## config.mk

```make
export PLATFORM = sky130hd
export DESIGN_NAME = async_fifo_core
export DESIGN_NICKNAME = d
export VERILOG_FILES = /design/src/rtl/fifo_pkg.sv /design/src/rtl/fifo_mem.sv /design/src/rtl/async_fifo_core.sv
export SDC_FILE = /design/constraint.sdc
export NUM_CORES = 1
export LEC_CHECK = 0
export CAP_MARGIN = 15
export CORE_MARGIN = 2
export CORE_UTILIZATION = 40
export DETAILED_ROUTE_END_ITERATION = 16
export PLACE_DENSITY = 0.62
export SLEW_MARGIN = 20
export SYNTH_ARGS = -nofsm -noshare
export SYNTH_HDL_FRONTEND = slang
export SYNTH_HIERARCHICAL = 1
export SYNTH_SLANG_ARGS = --single-unit
export TNS_END_PERCENT = 20
```

## constraint.sdc

```tcl
create_clock -name clk -period 3.5 [get_ports clk]
set_clock_uncertainty 0.05 [all_clocks]
set_input_delay 0.35 -clock clk [delete_from_list [all_inputs] [get_ports clk]]
set_output_delay 0.35 -clock clk [all_outputs]
set_load 0.05 [all_outputs]
```

## src/rtl/fifo_pkg.sv

```systemverilog
// fifo_pkg: shared defaults for the single-clock FIFO.
//   DEF_WIDTH / DEF_DEPTH : default word width and entry count
//   DEF_PTR_W             : pointer width for the default depth (index bits + wrap bit)
//   ptr_w()               : same computation for an arbitrary depth
package fifo_pkg;
  localparam int DEF_WIDTH = 8;
  localparam int DEF_DEPTH = 16;
  localparam int DEF_PTR_W = $clog2(DEF_DEPTH) + 1;

  function automatic int ptr_w(input int depth);
    return $clog2(depth) + 1;
  endfunction
endpackage

```

## src/rtl/fifo_mem.sv

```systemverilog
// fifo_mem: dual-port RAM with a synchronous write port and a registered read port.
//   clk, reset_n : clock; async active-low reset (clears only the read register)
//   we/waddr/wdata : write port
//   re/raddr/rdata : read port; rdata updates only when re is high
module fifo_mem
  import fifo_pkg::*;
#(
  parameter int WIDTH = DEF_WIDTH,
  parameter int DEPTH = DEF_DEPTH,
  parameter int AW    = $clog2(DEPTH)
) (
  input  logic             clk,
  input  logic             reset_n,
  input  logic             we,
  input  logic [AW-1:0]    waddr,
  input  logic [WIDTH-1:0] wdata,
  input  logic             re,
  input  logic [AW-1:0]    raddr,
  output logic [WIDTH-1:0] rdata
);
  logic [WIDTH-1:0] mem [DEPTH];

  // Storage is intentionally not reset.
  always_ff @(posedge clk) begin
    if (we) mem[waddr] <= wdata;
  end

  // Read register holds its value between accepted reads.
  always_ff @(posedge clk or negedge reset_n) begin
    if (!reset_n)  rdata <= '0;
    else if (re)   rdata <= mem[raddr];
  end
endmodule

```

## src/rtl/async_fifo_core.sv

```systemverilog
// async_fifo_core: single-clock FIFO, DEPTH x WIDTH, registered read data.
//   clk, reset_n : clock; async active-low reset
//   in, wr_en    : write data / request (dropped while full)
//   rd_en        : read request (ignored while empty)
//   full, empty  : status flags, combinational from the registered pointers
//   out          : registered read data, changes only on an accepted read
module async_fifo_core
  import fifo_pkg::*;
#(
  parameter int WIDTH = DEF_WIDTH,
  parameter int DEPTH = DEF_DEPTH
) (
  input  logic             clk,
  input  logic             reset_n,
  input  logic [WIDTH-1:0] in,
  input  logic             wr_en,
  input  logic             rd_en,
  output logic             full,
  output logic             empty,
  output logic [WIDTH-1:0] out
);
  localparam int PTR_W = ptr_w(DEPTH);
  localparam int AW    = PTR_W - 1;

  logic [PTR_W-1:0] wr_ptr, rd_ptr;
  logic             wr_acc, rd_acc;

  // Extra MSB distinguishes full (same index, different lap) from empty.
  assign full   = (wr_ptr[AW-1:0] == rd_ptr[AW-1:0]) && (wr_ptr[AW] != rd_ptr[AW]);
  assign empty  = (wr_ptr == rd_ptr);
  assign wr_acc = wr_en && !full;
  assign rd_acc = rd_en && !empty;

  always_ff @(posedge clk or negedge reset_n) begin
    if (!reset_n) begin
      wr_ptr <= '0;
      rd_ptr <= '0;
    end else begin
      if (wr_acc) wr_ptr <= wr_ptr + PTR_W'(1);
      if (rd_acc) rd_ptr <= rd_ptr + PTR_W'(1);
    end
  end

  // Read and write never hit the same entry in one accepted cycle:
  // equal indices mean empty (read blocked) or full (write blocked).
  fifo_mem #(.WIDTH(WIDTH), .DEPTH(DEPTH), .AW(AW)) u_mem (
    .clk     (clk),
    .reset_n (reset_n),
    .we      (wr_acc),
    .waddr   (wr_ptr[AW-1:0]),
    .wdata   (in),
    .re      (rd_acc),
    .raddr   (rd_ptr[AW-1:0]),
    .rdata   (out)
  );
endmodule

```

==> qor.csv <==
stage,metric,value,unit
power,seqPwrFrac,0.398,
synthesis,syn-num-nets,302,
synthesis,yosys_warnings,6,
worst_setup_path,worstRegToRegCells,5,
synthesis,synth_top_area_cell,edfxtp_1,
outcome,status,"complete, no violations",
drt,drt_first_pass_iters,4,
worst_setup_path,cp_num_buf_inv,0,
global_routing,grt_overflow,0,
floorplanning,start_util,0.4070,
power,sw_frac_of_total,0.3215,
worst_setup_path,crit_chain,xnor2_1 -> and4_4 -> a21boi_2 -> or3b_2 -> nor2_1,
worst_setup_path,cp.arrival,2.77,ns
placement,dp_hpwl,7343,um
power,switching_power,1.885,mW
drt,wl_per_cell,22.27,um
timing,grt_setup_unrepaired,no,
synthesis,synthCells,288,
cts,clk_latency,0.42,ns
drt,drt-total-wl,11530,um
cts,post_cts_buffers,0,
drt,vias,2795,
layout,fin_util,0.4696,
cts,cts_max_path_buffers,2,
synthesis,synth_cell_type_count,39,
timing,clock.fmax,361.2,MHz
cts,cts_buffers,17,
global_routing,grt_max_degree,36,
floorplanning,die_h,125.4,um
timing,tns,0,ns
flow_run,drv_cap,0,
worst_setup_path,critPathTopFamily,simple AND/OR/NAND/NOR gates,
timing,fin_crit_sh,0.7911,
global_routing,antenna_found_initial,0,
cts,cts.sinks,146,
timing,min_period,2.769,ns
synthesis,synth_seq_cells,146,
cts,ctsHoldBuffers,0,
floorplanning,core.rowCount,44,
worst_setup_path,cpPeakStageDelay,0.58,ns
drt,drt_iter0_drc,264,
worst_setup_path,cp-end-kind,register,
worst_setup_path,r2r-start,wr_ptr[0],
cts,cts_tree,done,
floorplanning,io_pins,22,
worst_setup_path,worst-path-stages,5,
drt,vias_per_cell,5.396,
timing,worst_pin_slew,0.8455,ns
worst_setup_path,crit_type,reg2reg,
power,p_int,3.978,mW
placement,port_buffers,21,
timing,hold_viol_final,0,
worst_setup_path,slowest_stage,nor2_1,
layout,drive_gt1_frac,0.2305,
power,pwr-share-clk,0.281,
worst_setup_path,startpoint_type,register,
hold_path,hold_class,in2async,
cts,htree_levels,4,
layout,fin_area,6799,sq um
cts,postCtsResizedCells,0,
power,power.static_leakage,2.247,nW
drt,remaining_drc_errors,0,
layout,regArea,4295,sq um
synthesis,synth_area_leaders,"edfxtp_1 65%, mux4_2 9.9%, dfrtp_1 7.6%",
floorplanning,die_w,125.4,um
placement,gp_routability_congestion,0.7785,
power,peakVddDrop,0.4568,mV
synthesis,syn_area,5893,sq um
global_routing,grt_pass1_vias,2949,
synthesis,synth_top_cell_area_share,0.6522,
floorplanning,design.core.area,14480,sq um
worst_setup_path,crit_path_start,wr_ptr[0],
layout,fillCellCount,1187,
timing,slew_viol_final,0,
layout,nets,337,
cts,path_clk_slew,0.06,ns
timing,setup_violations,0,
worst_setup_path,cp.required,3.50,ns
global_routing,grtUsageTotal,0.1582,
cts,root_buffer,clkbuf_16,
drt,ant_nets,0,
placement,dpl_cell_area,6269,sq um
worst_setup_path,path_max_fanout,11,
layout,multi_input_area,1466,sq um
global_routing,grt_pass1_wl,17880,um
floorplanning,die-area,15720,sq um
power,pwr-share-comb,0.321,
layout,antenna_cells,0,
layout,area_growth,15.37,%
power,power_density,862.3,nW/um^2
timing,slew_headroom,0.4346,
synthesis,synth.avg_cell_area,20.46,sq um
synthesis,synth-seq-area-share,0.7287,
cell usage in the layout (no fill, tap or decap), types with 2 or more instances in the layout:
cell             count
mux4_2              26
clkinv_2             3
edfxtp_1           128
clkbuf_16           17
clkbuf_1             3
and2_1               2
nand4_1              3
clkdlybuf4s50_1     19
mux4_1               6
bufinv_16            2
dfrtp_1             17
ha_1                 2
a221oi_2             8
o211ai_1             3
nand3b_1             2
clkinv_1             5
mux2i_1              8
nor2_1              23
nor3_1               6
o22ai_1              7
nand2_1              2
xor2_1               2
buf_4               11
nand2b_1             3
xnor2_1              9
sequential cells by signal, summed over array words and instances, names as in the netlist:
register,cells
rd_ptr,5
u_mem/mem,128
u_mem/rdata,8
wr_ptr,5
per-stage QoR:
| step | power [mW] | setup WS, ns | hold slack, ns | instances |
|---|---|---|---|---|
| finish | 5.863 | 0.7313 | 0.3665 | 518 |
| global route | 6.141 | 0.5202 | 0.4332 | 518 |
| CTS | 5.933 | 0.7136 | 0.3992 | 518 |
| detailed placement | 4.273 | 0.6781 | 0.5163 | 488 |
| global placement | 4.241 | 0.7580 | 0.5208 | 488 |
| floorplan | 3.804 | 0.8788 | 0.004409 | 288 |
cells in the mapped netlist, drive strengths merged:
| library cell | n |
|---|---|
| a221oi | 8 |
| mux2i | 8 |
| edfxtp | 128 |
| mux2 | 2 |
| nand3 | 1 |
| o31ai | 1 |
| a211o | 1 |
| a21oi | 1 |
| mux4 | 32 |
| or3b | 1 |
| a21boi | 1 |
| nor2 | 23 |
| and4 | 1 |
| and2 | 2 |
| nand2 | 2 |
| and3 | 1 |
| dfrtp | 18 |
| o21ai | 1 |
| inv | 1 |
| nand2b | 3 |
| nor3 | 6 |
| o211ai | 3 |
| xnor2 | 9 |
| o22ai | 8 |
| xor2 | 3 |
| nand4 | 4 |
| nand3b | 2 |
| ha | 2 |
| or2 | 1 |
| buf | 14 |
final cells by class:
class                           instances  share of cell area
Clock inverter                         10             0.01380
Tap cell                              184             0.03386
Inverter                                1           0.0005521
Sequential cell                       146              0.6318
Multi-Input combinational cell        127              0.2157
Clock buffer                           20             0.06423
Timing Repair Buffer                   30             0.04012
worst register-to-register path: stages (launching register included):
cell	delay (ns)
dfrtp_1	0.57
xnor2_1	0.16
and4_4	0.19
a21boi_2	0.31
or3b_2	0.54
nor2_1	0.58
per-layer routing:
layer / vias to the layer above / GRT usage / wire (um)
li1: 1253 / - / -
met1: 1460 / 0.2134 / 5318
met2: 65 / 0.2474 / 5601
met3: 17 / 0.03808 / 428
met4: 0 / 0.06863 / 185
met5: - / 0 / 0
power by group through the flow:
| stage | clock [mW] | sequential, mW | combinational (mW) |
|---|---|---|---|
| 6_report | 1.65 | 2.33 | 1.88 |
| 4_1_cts | 1.68 | 2.33 | 1.92 |
| 2_1_floorplan | 0 | 2.49 | 1.31 |
| 3_5_place_dp | 0 | 2.37 | 1.91 |
| 5_1_grt | 1.75 | 2.36 | 2.03 |
| 3_3_place_gp | 0 | 2.35 | 1.89 |
kinds of logic (layout without fill, tap and decap cells):
| kind of cell | count (synthesis) | in the layout | share of synthesized area |
|---|---|---|---|
| xor gates and xnor gates | 12 | 12 | 0.01911 |
| DFF | 146 | 146 | 0.7287 |
| AOI/OAI and AO/OA | 24 | 24 | 0.04076 |
| buffers and inverters | 15 | 61 | 0.02250 |
| adders and majority gates | 2 | 2 | 0.004246 |
| muxes | 42 | 42 | 0.1442 |
| and+or+nand+nor | 47 | 47 | 0.04055 |
final timing paths:
path / to / slack, ns
worst max-delay path: u_mem/mem[1][7] / 0.73
worst min-delay path: u_mem/rdata[7] / 0.37
worst max register to register: u_mem/mem[1][7] / 0.73
worst min register to register: u_mem/rdata[7] / 0.54
max in group asynchronous: rd_ptr[2] / 2.45
min in group clk: u_mem/rdata[7] / 0.54
Note: power is estimated with default switching activity, not from simulation.
